===== src/rtl/kf6845_sync_monitor.sv =====
// kf6845_sync_monitor: display-side monitor for 6845 CRTC sync outputs.
// Measures line period, HSYNC width, lines per field, VSYNC width and
// displayed lines. Classifies each VSYNC rise as aligned or half-line to
// detect interlace. Runs a SEARCH/ACQUIRE/LOCKED lock FSM over field history.
//
// Ports
//   clock, reset        system clock, asynchronous active-high reset
//   video_clock_enable  tick qualifier; nothing samples or counts without it
//   hsync, vsync        CRTC syncs, active high
//   display_enable      CRTC DISPEN, active high
//   h_period            enabled ticks between HSYNC rises (latched per field)
//   hsync_width         enabled ticks HSYNC high (latched per field)
//   v_lines             HSYNC rises in the last field
//   vsync_lines         HSYNC rises during the last VSYNC pulse
//   disp_lines          lines in the last field with DISPEN seen
//   field_odd           last VSYNC rise was line-aligned
//   interlaced          alignment differed between the last two fields
//   field_done          one-clock pulse per field boundary outside SEARCH
//   locked              LOCK_FIELDS consecutive matching fields
module kf6845_sync_monitor #(
    parameter int unsigned HW          = 12,
    parameter int unsigned LW          = 10,
    parameter int unsigned LOCK_FIELDS = 2
) (
    input  logic          clock,
    input  logic          reset,
    input  logic          video_clock_enable,
    input  logic          hsync,
    input  logic          vsync,
    input  logic          display_enable,
    output logic [HW-1:0] h_period,
    output logic [HW-1:0] hsync_width,
    output logic [LW-1:0] v_lines,
    output logic [LW-1:0] vsync_lines,
    output logic [LW-1:0] disp_lines,
    output logic          field_odd,
    output logic          interlaced,
    output logic          field_done,
    output logic          locked
);

    localparam int unsigned MW = $clog2(LOCK_FIELDS + 1);

    typedef enum logic [1:0] {
        SEARCH  = 2'd0,
        ACQUIRE = 2'd1,
        LOCKED  = 2'd2
    } state_t;

    function automatic logic [HW-1:0] sat_inc_h(input logic [HW-1:0] v);
        return (v == '1) ? v : v + HW'(1);
    endfunction

    function automatic logic [LW-1:0] sat_inc_l(input logic [LW-1:0] v);
        return (v == '1) ? v : v + LW'(1);
    endfunction

    // Registers
    logic          hs_q, hs_d;
    logic          vs_q, vs_d;
    logic [HW-1:0] h_pos_q, h_pos_d;
    logic [HW-1:0] h_meas_q, h_meas_d;
    logic [HW-1:0] hs_cnt_q, hs_cnt_d;
    logic [HW-1:0] hw_meas_q, hw_meas_d;
    logic          de_seen_q, de_seen_d;
    logic [LW-1:0] disp_cnt_q, disp_cnt_d;
    logic [LW-1:0] line_cnt_q, line_cnt_d;
    logic [LW-1:0] vs_cnt_q, vs_cnt_d;
    logic [HW-1:0] h_period_q, h_period_d;
    logic [HW-1:0] hsync_width_q, hsync_width_d;
    logic [LW-1:0] v_lines_q, v_lines_d;
    logic [LW-1:0] vsync_lines_q, vsync_lines_d;
    logic [LW-1:0] disp_lines_q, disp_lines_d;
    logic          field_odd_q, field_odd_d;
    logic          interlaced_q, interlaced_d;
    logic          field_done_q, field_done_d;
    logic          locked_q, locked_d;
    state_t        state_q, state_d;
    logic [1:0]    hist_cnt_q, hist_cnt_d;
    logic [MW-1:0] match_cnt_q, match_cnt_d;
    // Only the history entries the lock comparison reads are kept.
    logic [HW-1:0] hist0_h_q, hist0_h_d;
    logic [LW-1:0] hist0_l_q, hist0_l_d;
    logic [LW-1:0] hist1_l_q, hist1_l_d;

    // Edge detection and values as seen after this tick's HSYNC processing
    logic          hs_rise, hs_fall, vs_rise, vs_fall;
    logic [HW-1:0] h_meas_new, h_pos_eff;
    logic [LW-1:0] line_cnt_new;
    logic          aligned, timeout;

    assign hs_rise = video_clock_enable & hsync & ~hs_q;
    assign hs_fall = video_clock_enable & ~hsync & hs_q;
    assign vs_rise = video_clock_enable & vsync & ~vs_q;
    assign vs_fall = video_clock_enable & ~vsync & vs_q;

    assign h_meas_new   = hs_rise ? sat_inc_h(h_pos_q) : h_meas_q;
    assign line_cnt_new = hs_rise ? sat_inc_l(line_cnt_q) : line_cnt_q;
    // A coincident HSYNC rise means the new field starts at position 0.
    assign h_pos_eff    = hs_rise ? '0 : h_pos_q;
    assign aligned      = h_pos_eff < (h_meas_new >> 2);
    assign timeout      = video_clock_enable & ~hs_rise & (h_pos_q == '1);

    // Measurement datapath
    always_comb begin
        hs_d          = hs_q;
        vs_d          = vs_q;
        h_pos_d       = h_pos_q;
        h_meas_d      = h_meas_q;
        hs_cnt_d      = hs_cnt_q;
        hw_meas_d     = hw_meas_q;
        de_seen_d     = de_seen_q;
        disp_cnt_d    = disp_cnt_q;
        line_cnt_d    = line_cnt_q;
        vs_cnt_d      = vs_cnt_q;
        h_period_d    = h_period_q;
        hsync_width_d = hsync_width_q;
        v_lines_d     = v_lines_q;
        vsync_lines_d = vsync_lines_q;
        disp_lines_d  = disp_lines_q;
        field_odd_d   = field_odd_q;
        interlaced_d  = interlaced_q;

        if (video_clock_enable) begin
            hs_d       = hsync;
            vs_d       = vsync;
            h_meas_d   = h_meas_new;
            line_cnt_d = line_cnt_new;
            h_pos_d    = hs_rise ? '0 : sat_inc_h(h_pos_q);

            if (hsync) begin
                hs_cnt_d = sat_inc_h(hs_cnt_q);
            end
            if (hs_fall) begin
                hw_meas_d = hs_cnt_q;
                hs_cnt_d  = '0;
            end

            // DISPEN on the rise tick itself belongs to the new line.
            if (hs_rise) begin
                if (de_seen_q) begin
                    disp_cnt_d = sat_inc_l(disp_cnt_q);
                end
                de_seen_d = display_enable;
            end else if (display_enable) begin
                de_seen_d = 1'b1;
            end

            if (hs_rise && vsync) begin
                vs_cnt_d = sat_inc_l(vs_cnt_q);
            end
            if (vs_fall) begin
                vsync_lines_d = vs_cnt_q;
            end

            // Field boundary: latch counts including any coincident line.
            if (vs_rise) begin
                v_lines_d     = line_cnt_new;
                line_cnt_d    = '0;
                disp_lines_d  = disp_cnt_d;
                disp_cnt_d    = '0;
                vs_cnt_d      = hs_rise ? LW'(1) : '0;
                h_period_d    = h_meas_new;
                hsync_width_d = hw_meas_d;
                field_odd_d   = aligned;
                interlaced_d  = aligned != field_odd_q;
            end
        end
    end

    // Lock FSM next-state and outputs
    always_comb begin
        state_d      = state_q;
        hist_cnt_d   = hist_cnt_q;
        match_cnt_d  = match_cnt_q;
        hist0_h_d    = hist0_h_q;
        hist0_l_d    = hist0_l_q;
        hist1_l_d    = hist1_l_q;
        locked_d     = locked_q;
        field_done_d = 1'b0;

        if (vs_rise) begin
            case (state_q)
                SEARCH: begin
                    state_d     = ACQUIRE;
                    hist_cnt_d  = 2'd0;
                    match_cnt_d = '0;
                end
                default: begin
                    field_done_d = 1'b1;
                    if (hist_cnt_q == 2'd2) begin
                        // Line count compared two fields back to keep parity.
                        if ((h_meas_new == hist0_h_q) && (line_cnt_new == hist1_l_q)) begin
                            if (match_cnt_q >= MW'(LOCK_FIELDS - 1)) begin
                                match_cnt_d = MW'(LOCK_FIELDS);
                                state_d     = LOCKED;
                                locked_d    = 1'b1;
                            end else begin
                                match_cnt_d = match_cnt_q + MW'(1);
                            end
                        end else begin
                            match_cnt_d = '0;
                            locked_d    = 1'b0;
                            state_d     = ACQUIRE;
                        end
                    end else begin
                        hist_cnt_d = hist_cnt_q + 2'd1;
                    end
                    hist1_l_d = hist0_l_q;
                    hist0_l_d = line_cnt_new;
                    hist0_h_d = h_meas_new;
                end
            endcase
        end

        // Lost HSYNC: drop lock, latched measurements hold.
        if (timeout) begin
            state_d      = SEARCH;
            locked_d     = 1'b0;
            match_cnt_d  = '0;
            field_done_d = 1'b0;
        end
    end

    always_ff @(posedge clock or posedge reset) begin
        if (reset) begin
            hs_q          <= 1'b0;
            vs_q          <= 1'b0;
            h_pos_q       <= '0;
            h_meas_q      <= '0;
            hs_cnt_q      <= '0;
            hw_meas_q     <= '0;
            de_seen_q     <= 1'b0;
            disp_cnt_q    <= '0;
            line_cnt_q    <= '0;
            vs_cnt_q      <= '0;
            h_period_q    <= '0;
            hsync_width_q <= '0;
            v_lines_q     <= '0;
            vsync_lines_q <= '0;
            disp_lines_q  <= '0;
            field_odd_q   <= 1'b0;
            interlaced_q  <= 1'b0;
            field_done_q  <= 1'b0;
            locked_q      <= 1'b0;
            state_q       <= SEARCH;
            hist_cnt_q    <= 2'd0;
            match_cnt_q   <= '0;
            hist0_h_q     <= '0;
            hist0_l_q     <= '0;
            hist1_l_q     <= '0;
        end else begin
            hs_q          <= hs_d;
            vs_q          <= vs_d;
            h_pos_q       <= h_pos_d;
            h_meas_q      <= h_meas_d;
            hs_cnt_q      <= hs_cnt_d;
            hw_meas_q     <= hw_meas_d;
            de_seen_q     <= de_seen_d;
            disp_cnt_q    <= disp_cnt_d;
            line_cnt_q    <= line_cnt_d;
            vs_cnt_q      <= vs_cnt_d;
            h_period_q    <= h_period_d;
            hsync_width_q <= hsync_width_d;
            v_lines_q     <= v_lines_d;
            vsync_lines_q <= vsync_lines_d;
            disp_lines_q  <= disp_lines_d;
            field_odd_q   <= field_odd_d;
            interlaced_q  <= interlaced_d;
            field_done_q  <= field_done_d;
            locked_q      <= locked_d;
            state_q       <= state_d;
            hist_cnt_q    <= hist_cnt_d;
            match_cnt_q   <= match_cnt_d;
            hist0_h_q     <= hist0_h_d;
            hist0_l_q     <= hist0_l_d;
            hist1_l_q     <= hist1_l_d;
        end
    end

    assign h_period    = h_period_q;
    assign hsync_width = hsync_width_q;
    assign v_lines     = v_lines_q;
    assign vsync_lines = vsync_lines_q;
    assign disp_lines  = disp_lines_q;
    assign field_odd   = field_odd_q;
    assign interlaced  = interlaced_q;
    assign field_done  = field_done_q;
    assign locked      = locked_q;

endmodule


===== config.mk =====
export PLATFORM = sky130hd
export DESIGN_NAME = kf6845_sync_monitor
export DESIGN_NICKNAME = d
export VERILOG_FILES = /design/src/rtl/kf6845_sync_monitor.sv
export SDC_FILE = /design/constraint.sdc
export NUM_CORES = 1
export LEC_CHECK = 0
export CAP_MARGIN = 20
export CORE_MARGIN = 2
export CORE_UTILIZATION = 40
export DETAILED_ROUTE_END_ITERATION = 8
export MAX_ROUTING_LAYER = met4
export PLACE_DENSITY = 0.58
export SYNTH_ARGS = -nofsm -noshare
export SYNTH_HDL_FRONTEND = slang
export SYNTH_SLANG_ARGS = --single-unit

===== constraint.sdc =====
create_clock -name clock -period 16 [get_ports clock]
set_input_delay 1.6 -clock clock [delete_from_list [all_inputs] [get_ports clock]]
set_output_delay 1.6 -clock clock [all_outputs]
set_load 0.005 [all_outputs]

== Word-level counts from Yosys, hierarchy flattened ==
Index checks and enable logic that the tools add are counted.

* Register bits: 177
* Bits of input ports: 6
* Output and inout bits: 58
* Logic and storage cells: 128

* Add/subtract/negate cells: 7
* Order comparisons: 2
* Equality and inequality tests: 15
* Mux-type cells: 44
* Bitwise gates (word level): 16
* Reductions and logical operators: 19

{| class="wikitable"
|+ Operators by type and width
! cell !! number
|-
| 2-to-1 mux 10 bit || 10
|-
| 2-to-1 mux 12 bit || 8
|-
| adder 10 x 1 -> 10 bit (second input constant) || 3
|-
| equality test 10 bit (second input constant) || 3
|-
| 2-to-1 mux 2 bit || 14
|-
| adder 12 x 1 -> 12 bit (second input constant) || 2
|-
| equality test 12 bit (second input constant) || 2
|-
| equality test 12 bit || 1
|-
| less-than comparator 12 x 10 -> 1 bit || 1
|-
| 2-to-1 mux 1 bit || 12
|-
| AND reduction 2 bit || 6
|-
| AND 1 bit || 10
|-
| equality test 10 bit || 1
|-
| nonzero test 2 bit || 5
|-
| AND reduction 3 bit || 3
|-
| inequality test 2 bit (second input constant) || 3
|-
| NOT 1 bit || 6
|-
| adder 2 x 1 -> 2 bit (second input constant) || 2
|-
| inequality test 4 x 2 -> 1 bit (second input constant) || 1
|-
| AND reduction 4 bit || 1
|-
| inequality test 3 x 2 -> 1 bit (second input constant) || 1
|-
| nonzero test 3 bit || 1
|-
| equality test 2 bit (second input constant) || 1
|-
| greater-or-equal comparator 2 x 1 -> 1 bit (second input constant) || 1
|-
| 4 further kinds || 5
|}

== Depth between registers and ports, before layout ==
* Word-level depth: 10
* Gate-level depth with buffers: 15
* Depth with buffers taken out: 14

== Worst setup path after synthesis ==
Ideal clock, no wire load.

* Path type: input port to flip-flop
* From: input port video_clock_enable
* To: register interlaced_q (netlist: interlaced)
* Data arrival time: 4.526 ns
* Required time: 15.879 ns
* Setup slack: 11.353 ns
* Stages: 14
* Path buffers: 3
* Cells stage by stage: buf_2 and3b_1 clkbuf_1 clkbuf_1 o21ai_1 ha_1 a21o_1 a21o_1 a21o_1 a21o_1 a211oi_1 mux2_2 o31a_1 a22o_1

* Longest elaborated chain between the ends: 5

{| class="wikitable"
|+ RTL lines
! what !! RTL line !! text
|-
| start, declared || 27 || <nowiki>input logic video_clock_enable,</nowiki>
|-
| AND 1 bit (2 in a row) || 92 || <nowiki>assign hs_rise = video_clock_enable & hsync & ~hs_q;</nowiki>
|-
| 2-to-1 mux 12 bit (on tied branches) || 100, 97 ||
|-
| less-than comparator 12 x 10 -> 1 bit || 101 || <nowiki>assign aligned = h_pos_eff < (h_meas_new >> 2);</nowiki>
|-
| inequality test 1 bit || 166 || <nowiki>interlaced_d = aligned != field_odd_q;</nowiki>
|-
| end signal, assigned || 269 || <nowiki>interlaced_q <= interlaced_d;</nowiki>
|-
| end, declared || 75 || <nowiki>logic interlaced_q, interlaced_d;</nowiki>
|}

Parallel ways exist; a longest one is shown, timed or not.
A chain may end at the register's enable or synchronous reset.

== Worst setup path after layout ==
Same ends and word-level chain as after synthesis.

==> results_tabular.tex <==
\begin{tabular}{lr}
\hline
Metric & Value \\
\hline
\multicolumn{2}{l}{\textbf{Cells and area}} \\
Count of placed standard cells in the final layout, fillers left out & 1218 \\
Commonest non-fill, non-tap cell in the layout & sky130\_fd\_sc\_hd\_\_dfrtp\_1 \\
Proportion of layout cells with a drive suffix above 1 & 8.38\% \\
Final net count & between 900 and 1k \\
Ant. Diodes & 0 \\
Most used cells in the layout excluding fill and tap cells & sky130\_fd\_sc\_hd\_\_dfrtp\_1 (177), sky130\_fd\_sc\_hd\_\_nand2\_1 (156), sky130\_fd\_sc\_hd\_\_nor2\_1 (77) \\
Layout overhead on the synthesized area & 16.3\% \\
\multicolumn{2}{l}{\textbf{Die}} \\
Width of the die & 150 um \\
Die area & 0.0225 mm2 \\
Die extent in y & approximately 150 um \\
Standard cell core area & 0.0210 mm2 \\
Effective utilization at floorplan & 40.7\% \\
Rows & 53 \\
Number of top-level pins & 64 \\
\multicolumn{2}{l}{\textbf{Critical path}} \\
Cell repeated most along the worst path & sky130\_fd\_sc\_hd\_\_a21o\_1 \\
Data required time of the critical path & 16.31 ns \\
End point of the critical path & interlaced \\
Critical path peak fanout & 37 \\
Worst setup SP type & input port \\
Cell breakdown of the critical path & clkdlybuf4s50\_1 -> buf\_4 -> nand3b\_2 -> buf\_4 -> nor3\_1 -> a21oi\_1 -> ha\_1 -> a21o\_1 -> a21o\_1 -> a21o\_1 -> a21o\_1 -> a211oi\_1 -> mux2\_2 -> o31a\_1 -> a22o\_1 \\
Cell family with the largest share of critical-path delay & compound AO/OA/AOI/OAI gates \\
Delay of the slowest cell on the worst path & between 0.4 and 0.5 ns \\
Endpoint type of the worst setup path & register \\
Arrival @ worst endpoint & approximately 5.4 ns \\
WS Path Type & input port to register \\
Reg-to-reg setup timing slack & 11.77 ns \\
Start of the worst register-to-register path & h\_pos\_q[1] \\
Logic depth of the worst path, buffers included & 15 \\
Total buffers and inverters traversed by the critical path & 3 \\
Worst-case reg-to-reg path depth & 14 \\
Standard cell with the maximum stage delay on the critical path & sky130\_fd\_sc\_hd\_\_clkdlybuf4s50\_1 \\
Launching element of the worst setup path & video\_clock\_enable \\
Worst flop-to-flop path endpoint & interlaced \\
\multicolumn{2}{l}{\textbf{Route}} \\
Vias per inst & roughly 5.3 \\
WL/cell & 16.1 um \\
Iteration count of the initial detailed-routing pass & 7 \\
DRC violation count after routing & 0 \\
Detailed Route Iter0 Violations & 466 \\
Total length of routed wires & 19600 um \\
Count of antenna-violating nets left after detailed routing & 0 \\
Vias & 6475 \\
\multicolumn{2}{l}{\textbf{Clock tree}} \\
CTS max path bufs & 2 \\
Num Clock Sinks & 177 \\
Later-pin clock latency in the skew report & 0.42 ns \\
Hold Buf Count CTS & 0 \\
Setup Buffers After CTS & 0 \\
Clock tree from TritonCTS & built \\
Cts bufs inserted & 17 \\
H-tree Lvls & 4 \\
Clock transition at path regs & 0.07 ns \\
Cells resized by post-CTS repair & 0 \\
Library cell used as clock root buffer & sky130\_fd\_sc\_hd\_\_clkbuf\_16 \\
\multicolumn{2}{l}{\textbf{Logic synthesis}} \\
Synthesized area & 0.00853 mm2 \\
Number of nets produced by synthesis & $\sim$900 \\
Sequential share of the synthesized area & around half \\
Leading register cell type out of synthesis & sky130\_fd\_sc\_hd\_\_dfrtp\_1 \\
Number of storage elements in the synthesis netlist & 177 \\
Number of instances in the synthesized netlist & 895 \\
Share of synthesized flip-flops with an asynchronous set or reset & 100\% \\
Avg Cell Area, Syn & 9.53 um2 \\
Count of different cell masters after synthesis & 65 \\
Yosys synthesis warning count & 0 \\
Number of enable flip-flop cells after synthesis & 0 \\
\multicolumn{2}{l}{\textbf{Timing}} \\
Worst max-slew margin expressed relative to the limit & 32.4\% \\
Clock skew & 0.00979 ns \\
\# setup viols final & 0 \\
Number of slew-limit violations in the final report & 0 \\
RSZ-0062 raised after global routing & false \\
Shortest clock period the worst path allows after layout & 5.10 ns \\
Share of the clock period used by the worst path after layout & approximately a third \\
Final TNS setup & 0 ns \\
Worst Max-Slew Pin Slew & roughly 1.0 ns \\
Final hold violation count & 0 \\
Max frequency & around 200 MHz \\
\multicolumn{2}{l}{\textbf{GRT}} \\
Remaining Overflow, GRT & 0 \\
Antenna violations before repair & 0 \\
Maximum number of pins on one net before global-route repair & 105 \\
Wire length of the first global-routing pass & 32900 um \\
Vias in the first global route & 6122 \\
Global router's overall resource usage & 19.0\% \\
\multicolumn{2}{l}{\textbf{Place}} \\
HPWL after detailed placement & about 13000 um \\
Number of port buffers & 63 \\
Number of cells in the design after placement & 1188 \\
Final RePlAce weighted congestion & 0.931 \\
\multicolumn{2}{l}{\textbf{Power and ir drop}} \\
Static leakage & $\sim$4.4 nW \\
Power density over the cells & 126 mW/mm2 \\
Max rail drop VDD & between 0.00007 and 0.00008 V \\
\multicolumn{2}{l}{\textbf{Status}} \\
Result of the run & complete, no violations \\
\multicolumn{2}{l}{\textbf{Flow run}} \\
Max capacitance violation total & 0 \\
\multicolumn{2}{l}{\textbf{Hold path}} \\
Hold/Removal Path Class & register to register \\
\hline
\end{tabular}
==> worst min path at each step <==
stage / from / to / cells after the start / slack, ns
final: hist0_l_q[6] / hist1_l_q[6] / 2 / 0.47
after global routing: hist0_l_q[2] / hist1_l_q[2] / 2 / 0.50
after CTS: hist0_l_q[4] / hist1_l_q[4] / 2 / 0.47
after detailed placement: hist0_l_q[4] / hist1_l_q[4] / 2 / 0.45
after global placement: hist0_l_q[4] / hist1_l_q[4] / 2 / 0.45
after floorplan: hist0_l_q[0] / hist1_l_q[0] / 2 / 0.44
==> logic make-up (layout without fill, tap and decap cells) <==
| logic type | count (synthesis) | count (layout) | share of synthesized area (%) |
|---|---|---|---|
| muxes | 36 | 36 | 4.61 |
| adders and majority gates | 15 | 15 | 2.20 |
| buffers and inverters | 79 | 127 | 3.64 |
| xor gates and xnor gates | 44 | 44 | 4.52 |
| DFF | 177 | 177 | 51.9 |
| AOI/OAI and AO/OA | 192 | 192 | 14.0 |
| and+or+nand+nor | 352 | 352 | 19.2 |
==> through the flow <==
step	util, %	worst slack (ns)	power [W]	hold slack (ns)	cell area [um2]
after floorplan	-	9.60	0.000746	0.439	8530
after global placement	44.7	10.52	0.000847	0.449	9360
after detailed placement	44.7	10.47	0.000849	0.454	9370
after CTS	47.4	10.91	0.00126	0.470	9920
after global routing	47.4	10.63	0.00133	0.504	9920
final	47.4	10.90	0.00125	0.467	9920
==> final cells by class <==
cell class,instances,area (um2)
Sequential cell,177,4430
Timing Repair Buffer,70,683
Tap cell,275,344
Clock inverter,11,104
Multi-Input combinational cell,639,3800
Clock buffer,19,453
Fill cell,2041,11000
Inverter,27,106
==> power breakdown <==
| group | switching [W] | total, W | leakage (nW) | internal (W) |
|---|---|---|---|---|
| combinational | 0.000141 | 0.000267 | 1.78 | 0.000126 |
| sequential | 0.0000616 | 0.000575 | 2.39 | 0.000514 |
| clock | 0.000182 | 0.000405 | 0.278 | 0.000223 |
==> worst min-delay path, delay by kind of cell, from the launching register on <==
family	cells	cell delay (ns)
AND/OR/NAND/NOR	2	0.10
flip-flops	1	0.34
==> layer usage <==
metal | vias to the layer above | share of wire [%] | track usage (%)
met3 | 25 | 3.3 | 3.32
met2 | 133 | 43 | 26.3
met4 | 0 | 1.9 | 6.08
li1 | 3197 | - | -
met1 | 3120 | 52 | 28.3
met5 | - | 0 | -
==> registers in the layout, summed over array words and instances, names as in the netlist, 10 cells and up <==
| name | count |
|---|---|
| hist1_l_q | 10 |
| disp_cnt_q | 10 |
| hs_cnt_q | 12 |
| vsync_lines | 10 |
| hist0_h_q | 12 |
| hist0_l_q | 10 |
| h_period | 12 |
| line_cnt_q | 10 |
| v_lines | 10 |
| hsync_width | 12 |
| hw_meas_q | 12 |
| h_pos_q | 12 |
| vs_cnt_q | 10 |
| h_meas_q | 12 |
| disp_lines | 10 |
==> Yosys cell counts (4+ instances only) <==
cell type / count / share of area [%]
sky130_fd_sc_hd__nor2b_1: 5 / 0.37
sky130_fd_sc_hd__nand2_1: 156 / 6.9
sky130_fd_sc_hd__and2_1: 7 / 0.51
sky130_fd_sc_hd__a22o_1: 4 / 0.41
sky130_fd_sc_hd__and4_1: 9 / 0.92
sky130_fd_sc_hd__a211oi_1: 5 / 0.44
sky130_fd_sc_hd__ha_1: 15 / 2.2
sky130_fd_sc_hd__nor4_1: 8 / 0.59
sky130_fd_sc_hd__clkbuf_1: 42 / 1.8
sky130_fd_sc_hd__mux2i_1: 10 / 1.2
sky130_fd_sc_hd__nor2_1: 77 / 3.4
sky130_fd_sc_hd__o31ai_1: 7 / 0.62
sky130_fd_sc_hd__a21o_1: 5 / 0.44
sky130_fd_sc_hd__inv_1: 24 / 1.1
sky130_fd_sc_hd__or3_1: 4 / 0.29
sky130_fd_sc_hd__buf_2: 8 / 0.47
sky130_fd_sc_hd__a21oi_1: 31 / 1.8
sky130_fd_sc_hd__mux2_2: 26 / 3.4
sky130_fd_sc_hd__nor3_1: 9 / 0.53
sky130_fd_sc_hd__dfrtp_1: 177 / 52
sky130_fd_sc_hd__or4_1: 4 / 0.35
sky130_fd_sc_hd__xnor2_1: 22 / 2.3
sky130_fd_sc_hd__xor2_1: 22 / 2.3
sky130_fd_sc_hd__nand4_1: 18 / 1.3
sky130_fd_sc_hd__a41oi_1: 5 / 0.51
sky130_fd_sc_hd__a31oi_1: 10 / 0.73
sky130_fd_sc_hd__nand3_1: 27 / 1.6
sky130_fd_sc_hd__o21ai_1: 15 / 0.88
sky130_fd_sc_hd__nand2b_1: 8 / 0.59
sky130_fd_sc_hd__o21ai_0: 75 / 4.4
sky130_fd_sc_hd__and3_1: 5 / 0.37
No activity file was read; power rests on OpenSTA's default activity.
